<file path="src/rtl/ifetch_queue_pkg.sv">
// Shared fetch-stage definitions: word geometry, reset PC default, queue entry layout.
// No logic; types and helpers only.
// Imported by the fetch queue top and its FIFO.
package ifetch_queue_pkg;

  localparam int          INST_W           = 32;
  localparam int          WORD_BYTES       = 4;
  localparam logic [31:0] RESET_PC_DEFAULT = 32'h0;
  localparam logic [31:0] ALIGN_MASK       = 32'hFFFF_FFFC;

  // One queued fetch: instruction word plus the address it came from.
  typedef struct packed {
    logic [INST_W-1:0] inst;
    logic [31:0]       pc;
  } fetch_entry_t;

  localparam int ENTRY_W = $bits(fetch_entry_t);

  function automatic logic [31:0] word_align(input logic [31:0] addr);
    return addr & ALIGN_MASK;
  endfunction

  // Wraps modulo 2^32 with no carry out, so 32'hFFFF_FFFC advances to 32'h0.
  function automatic logic [31:0] next_word(input logic [31:0] addr);
    return addr + 32'(WORD_BYTES);
  endfunction

endpackage

</file>
<file path="src/rtl/ifetch_queue_fetch_fifo.sv">
// Synchronous FIFO holding fetched {inst, pc} entries; flush empties it in one edge.
// Latency: a push is visible at the head the cycle after the push edge.
// Backpressure: push is refused when full unless a pop happens the same edge; flush beats push.
module fetch_fifo #(
  parameter  int WIDTH = 64,
  parameter  int DEPTH = 2,
  localparam int CW    = $clog2(DEPTH + 1)
) (
  input  logic             clk,
  input  logic             rst_n,
  input  logic             push,
  input  logic [WIDTH-1:0] push_dat,
  input  logic             pop,
  input  logic             flush,
  output logic [WIDTH-1:0] head_dat,
  output logic [CW-1:0]    count
);

  localparam int AW = (DEPTH > 1) ? $clog2(DEPTH) : 1;

  logic [WIDTH-1:0] mem [DEPTH];
  logic [AW-1:0]    rd_ptr;
  logic [AW-1:0]    wr_ptr;
  logic             do_push;
  logic             do_pop;

  assign do_pop   = pop && (count != '0);
  assign do_push  = push && ((count != CW'(DEPTH)) || do_pop);
  assign head_dat = mem[rd_ptr];

  // Pointer and occupancy bookkeeping; DEPTH is a power of two so pointers wrap naturally.
  always_ff @(posedge clk or negedge rst_n) begin
    if (!rst_n) begin
      rd_ptr <= '0;
      wr_ptr <= '0;
      count  <= '0;
    end else if (flush) begin
      rd_ptr <= '0;
      wr_ptr <= '0;
      count  <= '0;
    end else begin
      if (do_push) wr_ptr <= wr_ptr + AW'(1);
      if (do_pop)  rd_ptr <= rd_ptr + AW'(1);
      count <= count + CW'(do_push) - CW'(do_pop);
    end
  end

  // Entry storage; contents are only meaningful below count, so no reset is needed.
  always_ff @(posedge clk) begin
    if (do_push && !flush) mem[wr_ptr] <= push_dat;
  end

endmodule

</file>
<file path="src/rtl/ifetch_queue.sv">
// Decoupled fetch: owns fetch PC, issues one-outstanding word reads, queues {inst, pc} for decode.
// Latency: memory ack edge -> inst_valid next cycle; zero-wait memory sustains one instruction per cycle.
// Backpressure: new requests only issue while queue plus in-flight fits DEPTH; redirect flushes and drops one stale ack.
module ifetch_queue
  import ifetch_queue_pkg::*;
#(
  parameter int          DEPTH    = 2,
  parameter logic [31:0] RESET_PC = RESET_PC_DEFAULT
) (
  input  logic        clk,
  input  logic        rst_n,
  output logic        imem_req,
  output logic [31:0] imem_addr,
  input  logic        imem_ack,
  input  logic [31:0] imem_rdata,
  input  logic        redirect,
  input  logic [31:0] redirect_addr,
  output logic        inst_valid,
  input  logic        inst_ready,
  output logic [31:0] inst,
  output logic [31:0] inst_pc,
  output logic [31:0] inst_pc_plus4
);

  localparam int CW = $clog2(DEPTH + 1);

  logic [31:0]  fetch_pc;
  logic [31:0]  fetch_pc_nxt;
  logic [31:0]  addr_nxt;
  logic         req_nxt;
  logic         discard;
  logic         discard_nxt;
  logic         ack_fire;
  logic         held;
  logic         push;
  logic         pop;
  logic [CW-1:0] count;
  logic [CW-1:0] count_nxt;
  fetch_entry_t push_entry;
  fetch_entry_t head_entry;

  assign ack_fire   = imem_req && imem_ack;
  // A request raised without ack stays on the bus unchanged, even across a redirect.
  assign held       = imem_req && !imem_ack;
  assign inst_valid = (count != '0);
  // Redirect wins: the word returned on a redirect edge is stale and is never queued.
  assign push       = ack_fire && !discard && !redirect;
  assign pop        = inst_valid && inst_ready && !redirect;

  assign push_entry = '{inst: imem_rdata, pc: imem_addr};

  // Next fetch PC, discard flag and request, with redirect taking priority over push/pop/issue.
  always_comb begin
    count_nxt    = count + CW'(push) - CW'(pop);
    fetch_pc_nxt = fetch_pc;
    discard_nxt  = discard;
    req_nxt      = 1'b0;
    addr_nxt     = imem_addr;

    if (push)     fetch_pc_nxt = next_word(imem_addr);
    if (ack_fire) discard_nxt  = 1'b0;

    if (redirect) begin
      count_nxt    = '0;
      fetch_pc_nxt = word_align(redirect_addr);
      // A second redirect while already discarding leaves the flag set: still one response to drop.
      if (held) discard_nxt = 1'b1;
    end

    // The only in-flight request is a held one, so otherwise issue whenever the queue has room.
    if (held) begin
      req_nxt = 1'b1;
    end else if (count_nxt < CW'(DEPTH)) begin
      req_nxt  = 1'b1;
      addr_nxt = fetch_pc_nxt;
    end
  end

  // Request register, fetch PC and stale-response flag.
  always_ff @(posedge clk or negedge rst_n) begin
    if (!rst_n) begin
      imem_req  <= 1'b0;
      imem_addr <= RESET_PC;
      fetch_pc  <= RESET_PC;
      discard   <= 1'b0;
    end else begin
      imem_req  <= req_nxt;
      imem_addr <= addr_nxt;
      fetch_pc  <= fetch_pc_nxt;
      discard   <= discard_nxt;
    end
  end

  fetch_fifo #(
    .WIDTH (ENTRY_W),
    .DEPTH (DEPTH)
  ) u_fifo (
    .clk      (clk),
    .rst_n    (rst_n),
    .push     (push),
    .push_dat (push_entry),
    .pop      (pop),
    .flush    (redirect),
    .head_dat (head_entry),
    .count    (count)
  );

  // Head fields read as zero while the queue is empty.
  assign inst          = inst_valid ? head_entry.inst : '0;
  assign inst_pc       = inst_valid ? head_entry.pc : '0;
  assign inst_pc_plus4 = inst_valid ? next_word(head_entry.pc) : '0;

endmodule

</file>
<file path="config.mk">
export PLATFORM = sky130hd
export DESIGN_NAME = ifetch_queue
export DESIGN_NICKNAME = d
export VERILOG_FILES = /design/src/rtl/ifetch_queue_pkg.sv /design/src/rtl/ifetch_queue_fetch_fifo.sv /design/src/rtl/ifetch_queue.sv
export SDC_FILE = /design/constraint.sdc
export NUM_CORES = 1
export LEC_CHECK = 0
export CORE_MARGIN = 2
export CORE_UTILIZATION = 31
export CTS_BUF_LIST = sky130_fd_sc_hd__clkbuf_8
export DETAILED_ROUTE_END_ITERATION = 10
export PLACE_DENSITY = 0.58
export SLEW_MARGIN = 20
export SYNTH_ARGS = -nofsm -noshare
export SYNTH_HDL_FRONTEND = slang
export SYNTH_SLANG_ARGS = --single-unit
</file>
<file path="constraint.sdc">
create_clock -name clk -period 7.05 [get_ports clk]
set_input_delay 0.705 -clock clk [delete_from_list [all_inputs] [get_ports clk]]
set_output_delay 0.705 -clock clk [all_outputs]
set_load 0.02 [all_outputs]
</file>
# After elaboration in Yosys (flattened, before gate mapping)
# Memory sizes are Yosys's and may differ from the RTL's.
# Index checks and enable logic that the tools add are counted.
# totals
ramBits,128
reg_bits,70
wordCells,54
latch_bits,0
mem_count,1
rom_bits,0
inputBits,69
out_inout_bits,130
# mem_list
memory,depth,word_bits,read_ports,rd_ports_with_merged_regs,write_ports,line_no,text
u_fifo.mem,2,64,1,0,1,ifetch_queue_fetch_fifo.sv:21,logic [WIDTH-1:0] mem [DEPTH];
# classes
order_cmp,1
eq_ne,1
bitwise,1
n_reduce_logical,17
mux,18
n_mul,0
add_sub_neg,8
div,0
shift,0
# ops
cell,count
2-to-1 mux 32 bit,5
"adder 32 x 3 -> 32 bit, second input constant",2
2-to-1 mux 1 bit,11
logical AND 1 bit,9
nonzero test 2 bit,3
adder 2 x 1 -> 2 bit,2
2-to-1 mux 2 bit,2
subtractor 2 x 1 -> 2 bit,2
logical NOT 1 bit,3
"adder 1 bit, second input constant",2
"less-than comparator 2 bit, second input constant",1
"inequality test 2 bit, second input constant",1
AND reduction 2 bit,1
logical OR 1 bit,1
NOT 1 bit,1

# Logic depth before layout (Yosys ltp)
# depth
word_depth,9
mapped_depth,12

# Hierarchy
# Synthesis repeated with hierarchy kept, for this count alone.
# unflattened
hier_cells,816
hier_area_um2,9704.3
# modules_own_cells
module,cells_each,area_per_inst_um2,n_inst,seq_area_each_um2
fetch_fifo,220,4870.9,1,3943.8
ifetch_queue,596,4833.4,1,1651.6

# Worst setup path before layout
# No wires, ideal clock.
# synth_path
kind,input to register
startpoint,in redirect
endpoint,"mem u_fifo.mem[0][0], enable pin"
required_time_ns,6.556
path_buffers,2
setup_time_ns,0.494
arrival_ns,4.352
path_stages,4
setup_slack_ns,2.205
path_cell_list,buf_2 > clkbuf_1 > a311oi_1 > nor2b_1
# synth_between
elab_chain_cells,8
# synth_lines
item,line_no,text
start: declaration,ifetch_queue.sv:16,"input logic redirect,"
logical NOT 1 bit *,"ifetch_queue_fetch_fifo.sv:50, ifetch_queue.sv:47, ifetch_queue.sv:48",
logical AND 1 bit,ifetch_queue.sv:48,assign pop = inst_valid && inst_ready && !redirect;
logical AND 1 bit,ifetch_queue_fetch_fifo.sv:27,assign do_pop = pop && (count != '0);
logical OR 1 bit,ifetch_queue_fetch_fifo.sv:28,assign do_push = push && ((count != CW'(DEPTH)) || do_pop);
logical AND 1 bit,ifetch_queue_fetch_fifo.sv:28,
logical AND 1 bit *,ifetch_queue_fetch_fifo.sv:50,if (do_push && !flush) mem[wr_ptr] <= push_dat;
2-to-1 mux 1 bit *,ifetch_queue_fetch_fifo.sv:50,
2-to-1 mux 1 bit (not written as such) *,ifetch_queue_fetch_fifo.sv:50,
end: declaration,ifetch_queue_fetch_fifo.sv:21,
# Mark *: on every way between the ends. The rest lies on a longest branch, timed or not.

# Worst setup path in the final report
# layout_path
startpoint,reg u_fifo.rd_ptr
endpoint,out inst_pc_plus4[29]
# layout_between
elab_chain_cells,3
# layout_lines
item,line_no,text
start: declaration,ifetch_queue_fetch_fifo.sv:22,logic [AW-1:0] rd_ptr;
start signal: assignment,ifetch_queue_fetch_fifo.sv:43,if (do_pop) rd_ptr <= rd_ptr + AW'(1);
memory read (2 x 64 bit),n/a,
adder 32 x 3 -> 32 bit,ifetch_queue_pkg.sv:25,return addr + 32'(WORD_BYTES);
2-to-1 mux 32 bit,ifetch_queue.sv:111,assign inst_pc_plus4 = inst_valid ? next_word(head_entry.pc) : '0;
end: declaration,ifetch_queue.sv:22,output logic [31:0] inst_pc_plus4
# Every way passes these cells.

==> flow_summary.yaml <==
status:
  status: "completed"
layout:
  area_delta_synth_final_pct: 28.9
  layout-drive-gt1-share_pct: 7.95
  nets: 1092
  layout.cells.most_common_list: "194 x sky130_fd_sc_hd__clkdlybuf4s50_1, 128 x sky130_fd_sc_hd__edfxtp_1, 115 x sky130_fd_sc_hd__nor2_1"
  finish.instance_area_um2: 12300
  fin_util_pct: 40.4
  insertedDiodeCount: 0
  final.fill_count: 2973
  leading_cell_type_in_the_layout_fill_and_taps_excluded: "sky130_fd_sc_hd__clkdlybuf4s50_1"
  stdcell_count: 1428
power:
  peak_supply_drop_v: 0.000122
  leakage_component_of_the_power_nw: 4.25
  pd_cells_nw_per_um2: 247
  total_power_mw: 3.04
global_routing:
  grt_pass1_wl_mm: 40.2
  grt_antenna_before_repair: 0
  maximum_number_of_pins_on_one_net_before_global_route_repair: 75
  overflow: 0
  grt_pass1_vias: 6859
  grt_usage_pct: 15.9
placed_design:
  number_of_input_and_output_port_buffers_inserted: 196
  postPlaceCellArea_um2: 11900
  detailedPlacementHpwl_mm: 18.2
  place_inst: 1395
  pre_cts_slack_ns: 2.31
  gp_congestion: 0.783
synthesis:
  synth.yosys.seq_area_share_pct: 58.5
  post_syn_area_um2: 9560
  synth_nets: 912
  synth_seq_cells: 198
  synth-warning-count: 0
  ys_types: 65
  synth_xor_xnor_area_share_pct: 3.66
  synth-adder-area-share_pct: 0.523
  synth-main-ff-cell: "sky130_fd_sc_hd__edfxtp_1"
  edff_count_synth: 128
  syn_avg_cell_area_um2: 11.4
  post_synthesis_cells: 839
  synth_compound_gate_area_share_pct: 8.48
  async_reset_ff_share_pct: 35.4
  main_combinational_cell_family_by_area_after_synthesis: "simple AND/OR/NAND/NOR gates"
  post_synth_and_or_nand_nor_area_fraction_pct: 16.9
  yosys-mux-area-fraction_pct: 9.38
worst_setup_path:
  r2r.worst_path.cells: 4
  worstReg2RegStart: "discard"
  timing.critical_path.fanout_max: 53
  cp_slowest_cell: "sky130_fd_sc_hd__dfrtp_4"
  delay_contributed_by_the_slowest_stage_of_the_critical_path_ns: 0.80
  critical_path_required_ns: 6.34
  critical_path.endpoint_type: "output port"
  r2r_end: "u_fifo.mem[1][20]"
  worst_setup_path_start_kind: "flip-flop"
  setup.reg_to_reg.worst_slack_ns: 3.17
  cp_cell_sequence: "buf_4 > nand3_1 > a221oi_1 > nand2_1 > a2111oi_2 > mux2_2 > clkdlybuf4s50_1"
  critical_path_class: "reg -> out"
  crit_arrival_ns: 4.48
cts:
  tritoncts.num_buffers: 17
  cts_repair_resize_count: 0
  ctsRootBufferMaster: "sky130_fd_sc_hd__clkbuf_8"
  cts_hold_repair.buffers: 0
  cts_tree: "built"
  cts_sinks: 198
  clock_tree.buffer_depth: 2
  insertion_delay_ns: 0.48
  ctsHtreeMaxLevel: 4
  cts_setup_buffers: 0
  clkTransAtPathRegs_ns: 0.11
sta:
  fin_setup_tns_ns: 0
  final.setup.worst_slack_ns: 1.86
  finClkSkew_ns: 0.0221
  achievable-frequency_mhz: 193
  setup_viol: 0
  max_slew.worst_pin.slew_ns: 1.06
  hold-worst-slack_ns: 0.436
  max_slew_margin_pct: 29.3
  rsz_0062_raised_after_global_routing: "no"
  finalCritPeriodShare_pct: 73.6
  report.final.slew_viol_count: 0
  fin_crit_ns: 5.19
  timing.final.hold_violations: 0
floorplanning:
  floorplan_row_count: 64
  core_region_area_um2: 30500
  die_w_um: 180
  floorplan.die_area_um2: 32300
  num_io_pins: 199
  start_util_pct: 31.3
  die_h_um: 180
flow_run:
  max_cap_viols: 0
routing:
  wirelength_mm: 25.8
  vias: 7097
  drt-initial-drc-count: 430
  routedWlPerCell_um: 18.1
  vias_per_cell: 4.97
  final_antenna_net_count: 0
  drt_first_pass_iters: 5
  post-route-drc-count: 0
worst_hold_path:
  hold_class: "in -> async"
-- where the power goes --
group          total (mW)  internal [mW]  switching (mW)  leakage (nW)
logic               0.782          0.359           0.423          2.02
registers            1.52           1.36           0.157          2.02
clock network       0.739          0.275           0.464         0.208
-- sequential cells by signal, summed over array words and instances (netlist names) --
| register | cells |
|---|---|
| u_fifo.wr_ptr | 1 |
| imem_addr | 32 |
| u_fifo.count | 2 |
| imem_req | 1 |
| u_fifo.rd_ptr | 1 |
| discard | 1 |
| fetch_pc | 32 |
| u_fifo.mem | 128 |
-- layout make-up --
cell class / instances / area, um^2 / share of cell area, %
Clock buffer: 17 / 234 / 1.90
Clock inverter: 15 / 173 / 1.40
Inverter: 12 / 45.0 / 0.365
Multi-Input combinational cell: 584 / 3760 / 30.5
Sequential cell: 198 / 5600 / 45.4
Tap cell: 396 / 495 / 4.02
Timing Repair Buffer: 206 / 2020 / 16.4
-- worst max-delay path: cells and delay by family (launching register included) --
kind                   cells  cell delay [ns]
AO/OA/AOI/OAI              2             0.96
buffers and inverters      2             1.26
flip-flops                 1             0.80
multiplexers               1             0.38
AND/OR/NAND/NOR            2             0.49
-- synthesized netlist by cell type, types with 3 or more instances --
cell / number / area (um^2)
sky130_fd_sc_hd__a2bb2oi_1: 3 / 26.3
sky130_fd_sc_hd__a221oi_1: 4 / 35.0
sky130_fd_sc_hd__inv_1: 12 / 45.0
sky130_fd_sc_hd__mux2i_1: 66 / 661
sky130_fd_sc_hd__a21o_1: 4 / 30.0
sky130_fd_sc_hd__and2_1: 16 / 100
sky130_fd_sc_hd__nand3_1: 29 / 145
sky130_fd_sc_hd__buf_2: 12 / 60.1
sky130_fd_sc_hd__dfrtp_1: 70 / 1750
sky130_fd_sc_hd__a31oi_1: 12 / 75.1
sky130_fd_sc_hd__and3_1: 5 / 31.3
sky130_fd_sc_hd__clkbuf_1: 25 / 93.8
sky130_fd_sc_hd__xor2_1: 15 / 131
sky130_fd_sc_hd__nand4_1: 19 / 119
sky130_fd_sc_hd__nor2b_1: 7 / 43.8
sky130_fd_sc_hd__nand4b_1: 3 / 26.3
sky130_fd_sc_hd__nor4_1: 9 / 56.3
sky130_fd_sc_hd__nand2_1: 78 / 293
sky130_fd_sc_hd__nor2_1: 116 / 435
sky130_fd_sc_hd__nor3_1: 12 / 60.1
sky130_fd_sc_hd__o22a_1: 3 / 26.3
sky130_fd_sc_hd__or4_4: 3 / 33.8
sky130_fd_sc_hd__o221ai_1: 4 / 35.0
sky130_fd_sc_hd__mux2_2: 21 / 236
sky130_fd_sc_hd__a211oi_1: 6 / 45.0
sky130_fd_sc_hd__o21a_1: 4 / 30.0
sky130_fd_sc_hd__or3_1: 5 / 31.3
sky130_fd_sc_hd__ha_1: 4 / 50.1
sky130_fd_sc_hd__nand2b_1: 3 / 18.8
sky130_fd_sc_hd__a21oi_1: 27 / 135
sky130_fd_sc_hd__buf_1: 5 / 18.8
sky130_fd_sc_hd__o21ai_0: 25 / 125
sky130_fd_sc_hd__o31ai_1: 6 / 45.0
sky130_fd_sc_hd__and4_1: 4 / 35.0
sky130_fd_sc_hd__nand3b_1: 11 / 82.6
sky130_fd_sc_hd__edfxtp_1: 128 / 3840
sky130_fd_sc_hd__xnor2_1: 25 / 219
-- how the worst max path moves through the flow --
stage                  startpoint           endpoint  slack [ns]
detailed placement       imem_ack  u_fifo.mem[1][24]        2.31
CTS                 u_fifo.rd_ptr  inst_pc_plus4[29]        1.79
finish              u_fifo.rd_ptr  inst_pc_plus4[29]        1.86
floorplan                redirect   u_fifo.mem[0][0]        2.20
global route        u_fifo.rd_ptr  inst_pc_plus4[29]        1.59
global placement         imem_ack  u_fifo.mem[1][24]        2.29
-- layer usage --
metal  GRT usage, %  up-vias  part of all wire, %
met5              0        -                    0
met4           2.93        0                 0.65
met3           4.48       12                  6.5
met2           25.9      206                   46
met1           21.2     3455                   46
li1               -     3424                    -
-- logic make-up (layout without fill, tap and decap cells) --
family	Yosys count	count (layout)
buffers and inverters	57	250
AOI/OAI and AO/OA	122	122
and+or+nand+nor	331	331
xor gates and xnor gates	40	40
DFF	198	198
adders and majority gates	4	4
muxes	87	87
No activity file was read; power rests on OpenSTA's default activity.
